## src/rtl/uart_tx_mode1.sv

```systemverilog
// uart_tx_mode1: 8051 serial mode 1 transmitter (start bit, 8 data bits
// LSB first, stop bit) paced by the Timer 1 baud strobe. A one-byte holding
// register (SBUF write side) lets back-to-back frames run with no idle gap.
// The design also provides an 8051-style sticky TI flag.
//
// Ports:
//   clk        main clock
//   rst        synchronous active-high reset
//   tick_baud  one-cycle baud strobe; one bit time = strobe interval
//   wr_en      SBUF write strobe, honoured only while wr_ready=1
//   wr_data    byte to send
//   wr_ready   holding register empty (combinational)
//   tx         serial line, idle high, registered
//   tx_busy    frame in progress or byte waiting in the holding register
//   tx_done    one-cycle pulse when a stop bit completes
//   ti         sticky transmit-interrupt flag
//   ti_clr     software clear of ti (a simultaneous set wins)
module uart_tx_mode1 #(
  parameter int unsigned DATA_BITS = 8
) (
  input  logic                 clk,
  input  logic                 rst,
  input  logic                 tick_baud,
  input  logic                 wr_en,
  input  logic [DATA_BITS-1:0] wr_data,
  output logic                 wr_ready,
  output logic                 tx,
  output logic                 tx_busy,
  output logic                 tx_done,
  output logic                 ti,
  input  logic                 ti_clr
);

  localparam int unsigned CNT_W = $clog2(DATA_BITS + 1);

  typedef enum logic [1:0] {
    IDLE  = 2'd0,
    START = 2'd1,
    DATA  = 2'd2,
    STOP  = 2'd3
  } state_t;

  state_t               state;
  logic [CNT_W-1:0]     bit_cnt;
  logic [DATA_BITS-1:0] shift;
  logic [DATA_BITS-1:0] hold;
  logic                 hold_full;

  // Status outputs derived directly from registered state.
  assign wr_ready = !hold_full;
  assign tx_busy  = (state != IDLE) || hold_full;

  // Holding register, frame FSM, line driver and TI flag.
  always_ff @(posedge clk) begin
    if (rst) begin
      state     <= IDLE;
      bit_cnt   <= '0;
      shift     <= '0;
      hold      <= '0;
      hold_full <= 1'b0;
      tx        <= 1'b1;
      tx_done   <= 1'b0;
      ti        <= 1'b0;
    end else begin
      tx_done <= 1'b0;

      // Clear first so that a stop completion below overrides it.
      if (ti_clr) begin
        ti <= 1'b0;
      end

      // A launch needs hold_full=1 and a write needs hold_full=0, so the
      // two never update hold_full in the same cycle.
      if (wr_en && !hold_full) begin
        hold      <= wr_data;
        hold_full <= 1'b1;
      end

      if (tick_baud) begin
        case (state)
          IDLE: begin
            if (hold_full) begin
              tx        <= 1'b0;
              shift     <= hold;
              hold_full <= 1'b0;
              bit_cnt   <= '0;
              state     <= START;
            end
          end

          START: begin
            tx      <= shift[0];
            shift   <= shift >> 1;
            bit_cnt <= CNT_W'(1);
            state   <= DATA;
          end

          DATA: begin
            if (bit_cnt < CNT_W'(DATA_BITS)) begin
              tx      <= shift[0];
              shift   <= shift >> 1;
              bit_cnt <= bit_cnt + CNT_W'(1);
            end else begin
              tx    <= 1'b1;
              state <= STOP;
            end
          end

          STOP: begin
            tx_done <= 1'b1;
            ti      <= 1'b1;
            // Chain straight into the next frame when a byte is waiting.
            if (hold_full) begin
              tx        <= 1'b0;
              shift     <= hold;
              hold_full <= 1'b0;
              bit_cnt   <= '0;
              state     <= START;
            end else begin
              tx    <= 1'b1;
              state <= IDLE;
            end
          end

          default: begin
            tx    <= 1'b1;
            state <= IDLE;
          end
        endcase
      end
    end
  end

endmodule

```

## config.mk

```make
export PLATFORM = sky130hd
export DESIGN_NAME = uart_tx_mode1
export DESIGN_NICKNAME = d
export VERILOG_FILES = /design/src/rtl/uart_tx_mode1.sv
export SDC_FILE = /design/constraint.sdc
export NUM_CORES = 1
export LEC_CHECK = 0
export ABC_AREA = 1
export CAP_MARGIN = 10
export CELL_PAD_IN_SITES_DETAIL_PLACEMENT = 0
export CELL_PAD_IN_SITES_GLOBAL_PLACEMENT = 2
export CORE_MARGIN = 2
export CORE_UTILIZATION = 33
export DETAILED_ROUTE_END_ITERATION = 8
export HOLD_SLACK_MARGIN = 0.02
export PLACE_DENSITY_LB_ADDON = 0.2
export REMOVE_ABC_BUFFERS = 1
export SYNTH_ARGS = -nofsm -noshare
export SYNTH_HDL_FRONTEND = slang
export SYNTH_SLANG_ARGS = --single-unit
```

## constraint.sdc

```tcl
create_clock -name clk -period 2.5 [get_ports clk]
set_input_delay 0.75 -clock clk [delete_from_list [all_inputs] [get_ports clk]]
set_output_delay 0.75 -clock clk [all_outputs]
set_load 0.01 [all_outputs]
```

Word-level counts from Yosys, hierarchy flattened
Index checks and enable logic that the tools add are counted.

Register bits after elaboration: 26. Input port bits: 13. Output and inout bits: 5.

Add/sub/neg operators: 1. Order comparisons: 1. Equal/unequal tests: 7. Muxes and demuxes: 22. Bitwise logic cells: 1. Reduce and logical (&&, ||, !) cells: 10.

Operators with widths (number): $pmux W8 S3 (1); $mux W8 (2); $mux W1 (12); $pmux W4 S3 (1); $mux W4 (2); $pmux W2 S4 (1); $ne A2 B2 Y1 const B (3); $reduce_and A3 Y1 (2); $add A4 B1 Y4 const B (1); $eq A2 B2 Y1 const B (2); $lt A4 B4 Y1 const B (1); $mux W2 (2); $pmux W1 S4 (1); $reduce_or A2 Y1 (2); $eq A2 B1 Y1 const B (1); $logic_not A2 Y1 (1); $ne A2 B1 Y1 const B (1); $reduce_and A2 Y1 (1); $reduce_bool A2 Y1 (1); $logic_and A1 B1 Y1 (1); $logic_not A1 Y1 (1); $logic_or A1 B1 Y1 (1); $not A1 Y1 (1).

Depth between registers and ports, before layout
Word-level depth: 6. Mapped depth: 9. Gate-level depth less buffers: 8.

Worst setup path after synthesis
OpenSTA, ideal clock, no wires.

Path kind: register to output. From: register state[0]. To: output tx_busy. Data arrival time: 0.765 ns. Required time: 1.750 ns. Setup slack: 0.985 ns. Cell stages (with the launch flop): 4. Path through: dfxtp_1 > inv_1 > ha_1 > nand2_2.

Longest elaborated chain between the ends: 2.

RTL lines: from (decl) (RTL line 43) `state_t state;`; from (signal assigned) (RTL line 56) `state <= IDLE;`; from (signal assigned) (RTL line 87) `state <= START;`; from (signal assigned) (RTL line 95) `state <= DATA;`; $reduce_bool A2 Y1 (RTL line 51) `assign tx_busy = (state != IDLE) || hold_full;`; $logic_or A1 B1 Y1 (RTL line 51); to (decl) (RTL line 28) `output logic tx_busy,`.

No other way between the ends.

Worst setup path after layout
Same ends and word-level chain as after synthesis.

==> metrics.md <==
| Metric | Value |
|---|---|
| Vias in the first global route | `between 1,000 and 1,500` |
| Post-synth EDFFs | `0` |
| Diode count | `0` |
| Via density per instance | `4.48` |
| Post-Layout Inst Area | `around 1600 µm²` |
| CTS tree | `built` |
| VDD IR max | `0.289 mV` |
| Syn avg cell area | `7.46 µm²` |
| Fin Setup TNS | `0 ns` |
| Die Y | `66.7 µm` |
| CTS root buffer | `clkbuf_8` |
| Critical-path maximum fanout | `4` |
| Area grow syn2layout | `19.4%` |
| DRC viols | `0` |
| Post-Route Utilization | `0.417` |
| DP Area | `1500 µm²` |
| RSZ-0062 raised after global routing | `no` |
| Rows | `22` |
| Fraction of layout cells with a size suffix above 1 | `0.157` |
| Post-CTS Setup Inserts | `0` |
| Wire per inst | `11.7 µm` |
| Initial antenna violation count | `0` |
| Num ports | `18` |
| Critical Path RT | `1.75 ns` |
| Clk_lat worst skew | `about 0.26 ns` |
| Number of nets in the layout | `212` |
| Effective utilization at floorplan | `0.349` |
| Arrival time worst endpoint | `1.65 ns` |
| Max cap viols | `0` |
| CP bufs+invs | `2` |
| Worst path depth | `4` |
| Synth cell count leaders | `nand2_1 (33), dfxtp_1 (26), nor2_1 (21)` |
| DPL Wire Length | `between 2000 and 2500 µm` |
| CTS-repair resized insts | `0` |
| Setup crit end | `tx_busy` |
| Critical R2R Launch | `state[1]$_SDFFE_PP0P_` |
| Slew @ Worst Pin | `~0.53 ns` |
| Crit path time final | `2.40 ns` |
| Layout fillers | `385` |
| First-pass GRT wire length | `4770 µm` |
| Status | `completed` |
| Max Clock Skew | `0.00127 ns` |
| Part of the Yosys area used for sequential elements | `0.401` |
| Internal reg-to-reg setup slack | `0.51 ns` |
| DRT Wirelength | `2800 µm` |
| # hold bufs at CTS | `0` |
| Core Footprint | `3720 µm²` |
| Leak | `0.654 nW` |
| Post-route ant nets | `0` |
| Worst Hold Class | `flip-flop to flip-flop` |
| Hold Fails Final Rpt | `0` |
| Post-Syn Area | `1300 µm²` |
| Synth area leader | `dfxtp_1` |
| GRT Residual Overflow | `0` |
| Main synth FF type | `dfxtp_1` |
| CP top delay family | `buffers and inverters` |
| Async S/R FF share, synth | `0` |
| Synth warn | `0` |
| Most common cell in the synthesized netlist | `nand2_1` |
| CP max-delay cell | `clkdlybuf4s50_1` |
| Yosys top cell area share | `0.401` |
| Worst r2r dst | `bit_cnt[3]$_SDFFE_PP0P_` |
| Max_slew headroom | `0.649` |
| Nature of the critical path endpoint | `output pin` |
| Critical path startpoint | `state[0]$_SDFFE_PP0P_` |
| Vias | `about 1,100` |
| FF-to-FF path depth | `7` |
| Setup CP Type | `flip-flop to output pin` |
| # port buffers | `17` |
| Die width | `66.7 µm` |
| Netlist cell types | `20` |
| Final setup fails | `0` |
| Max-slew violation count | `0` |
| DRT Pass-1 Iters | `4` |
| Upper clock frequency limit | `0.417 GHz` |
| Cells taking the most area after synthesis | `dfxtp_1 (40%), nand2_1 (9.5%), o21ai_0 (7.3%)` |
| CP Launch Type | `flip-flop` |
| H-tree depth | `1` |
| Placer Congestion | `0.770` |
| Pwr/cell area | `694 nW/µm²` |
| Fin crit share | `0.958` |
| Synthesized instance count | `between 150 and 200` |
| Die area | `around 4500 µm²` |
| Largest net degree at the start of global routing | `18` |
| Number of buffers created by CTS | `3` |
| Initial drt markers | `39` |
| Yosys reg bits | `26` |
| GRT Util Overall | `0.140` |
| Clock-pin slew on the worst setup and hold paths | `0.09 ns` |
| CP peak stage delay | `around 0.54 ns` |
| Maximum root-to-sink buffer count | `2` |
| Clk sink count | `26` |
| CP cell instances | `inv_1 -> ha_1 -> nand2_2 -> clkdlybuf4s50_1` |
-- metrics by stage --
step / hold slack (ns) / power [mW] / setup slack (ns) / std cells
after global routing: 0.476 / 1.16 / 0.0122 / 239
after floorplan: 0.426 / 0.716 / 0.857 / 167
after detailed placement: 0.440 / 0.822 / 0.406 / 235
after global placement: 0.437 / 0.816 / 0.442 / 235
after CTS: 0.454 / 1.10 / 0.0963 / 239
final: 0.450 / 1.08 / 0.104 / 239
-- worst reg2reg max path, cell delays in order (launching register included) --
cell,delay [ns]
dfxtp_1,0.42
inv_1,0.11
ha_1,0.63
nor2_2,0.12
nor2_4,0.40
nand2_1,0.10
nand2_1,0.09
nor2_2,0.04
-- worst min-delay path by stage --
stage | startpoint | end | slack [ns] | depth (start not counted)
2_1_floorplan | hold[0]$_SDFFE_PP0P_ | hold[0]$_SDFFE_PP0P_ | 0.43 | 2
3_3_place_gp | hold[2]$_SDFFE_PP0P_ | hold[2]$_SDFFE_PP0P_ | 0.44 | 2
3_5_place_dp | hold[3]$_SDFFE_PP0P_ | hold[3]$_SDFFE_PP0P_ | 0.44 | 2
4_1_cts | hold[3]$_SDFFE_PP0P_ | hold[3]$_SDFFE_PP0P_ | 0.45 | 2
5_1_grt | hold[2]$_SDFFE_PP0P_ | hold[2]$_SDFFE_PP0P_ | 0.48 | 2
6_report | hold[1]$_SDFFE_PP0P_ | hold[1]$_SDFFE_PP0P_ | 0.45 | 2
-- where the power goes --
group	total (mW)	switching, mW	internal (mW)
logic	0.313	0.192	0.121
registers	0.495	0.0324	0.463
clock network	0.267	0.126	0.141
-- final cells by class --
class / instances / area (µm²) / share of cell area
Sequential cell: 26 / 520 / 0.336
Timing Repair Buffer: 20 / 193 / 0.124
Inverter: 20 / 75.1 / 0.0484
Tap cell: 48 / 60.1 / 0.0387
Multi-Input combinational cell: 121 / 647 / 0.417
Clock buffer: 4 / 55.1 / 0.0355
-- registers in the layout (all words and copies together) (netlist names) --
signal and flops:
hold 8, shift 8, bit_cnt 4, state 2, hold_full 1, ti 1, tx 1, tx_done 1
-- cell families (layout without fill, tap and decap cells) --
group | after synthesis | in the layout | synth area share
buffers and inverters | 27 | 44 | 0.101
AOI/OAI and AO/OA | 37 | 37 | 0.160
DFF | 26 | 26 | 0.401
adders and majority gates | 7 | 7 | 0.0674
and+or+nand+nor | 77 | 77 | 0.271
-- placed cells by master (no fill, tap or decap), drive strengths merged --
master	netlist	layout
clkdlybuf4s50	0	17
nand4	1	1
clkbuf	0	4
o21ai	26	26
nand2	38	38
buf	7	3
nor2	30	30
ha	7	7
a21oi	11	11
inv	20	20
nand3	8	8
dfxtp	26	26
-- layer usage --
| metal | global-route usage | vias to the layer above | part of all wire |
|---|---|---|---|
| met3 | 0.0220 | 2 | 0.026 |
| met1 | 0.189 | 474 | 0.52 |
| met2 | 0.223 | 13 | 0.45 |
| li1 | - | 581 | - |
| met5 | 0 | - | 0 |
| met4 | 0.0536 | 0 | 0.0064 |
Power figures use the tool's default switching activity.
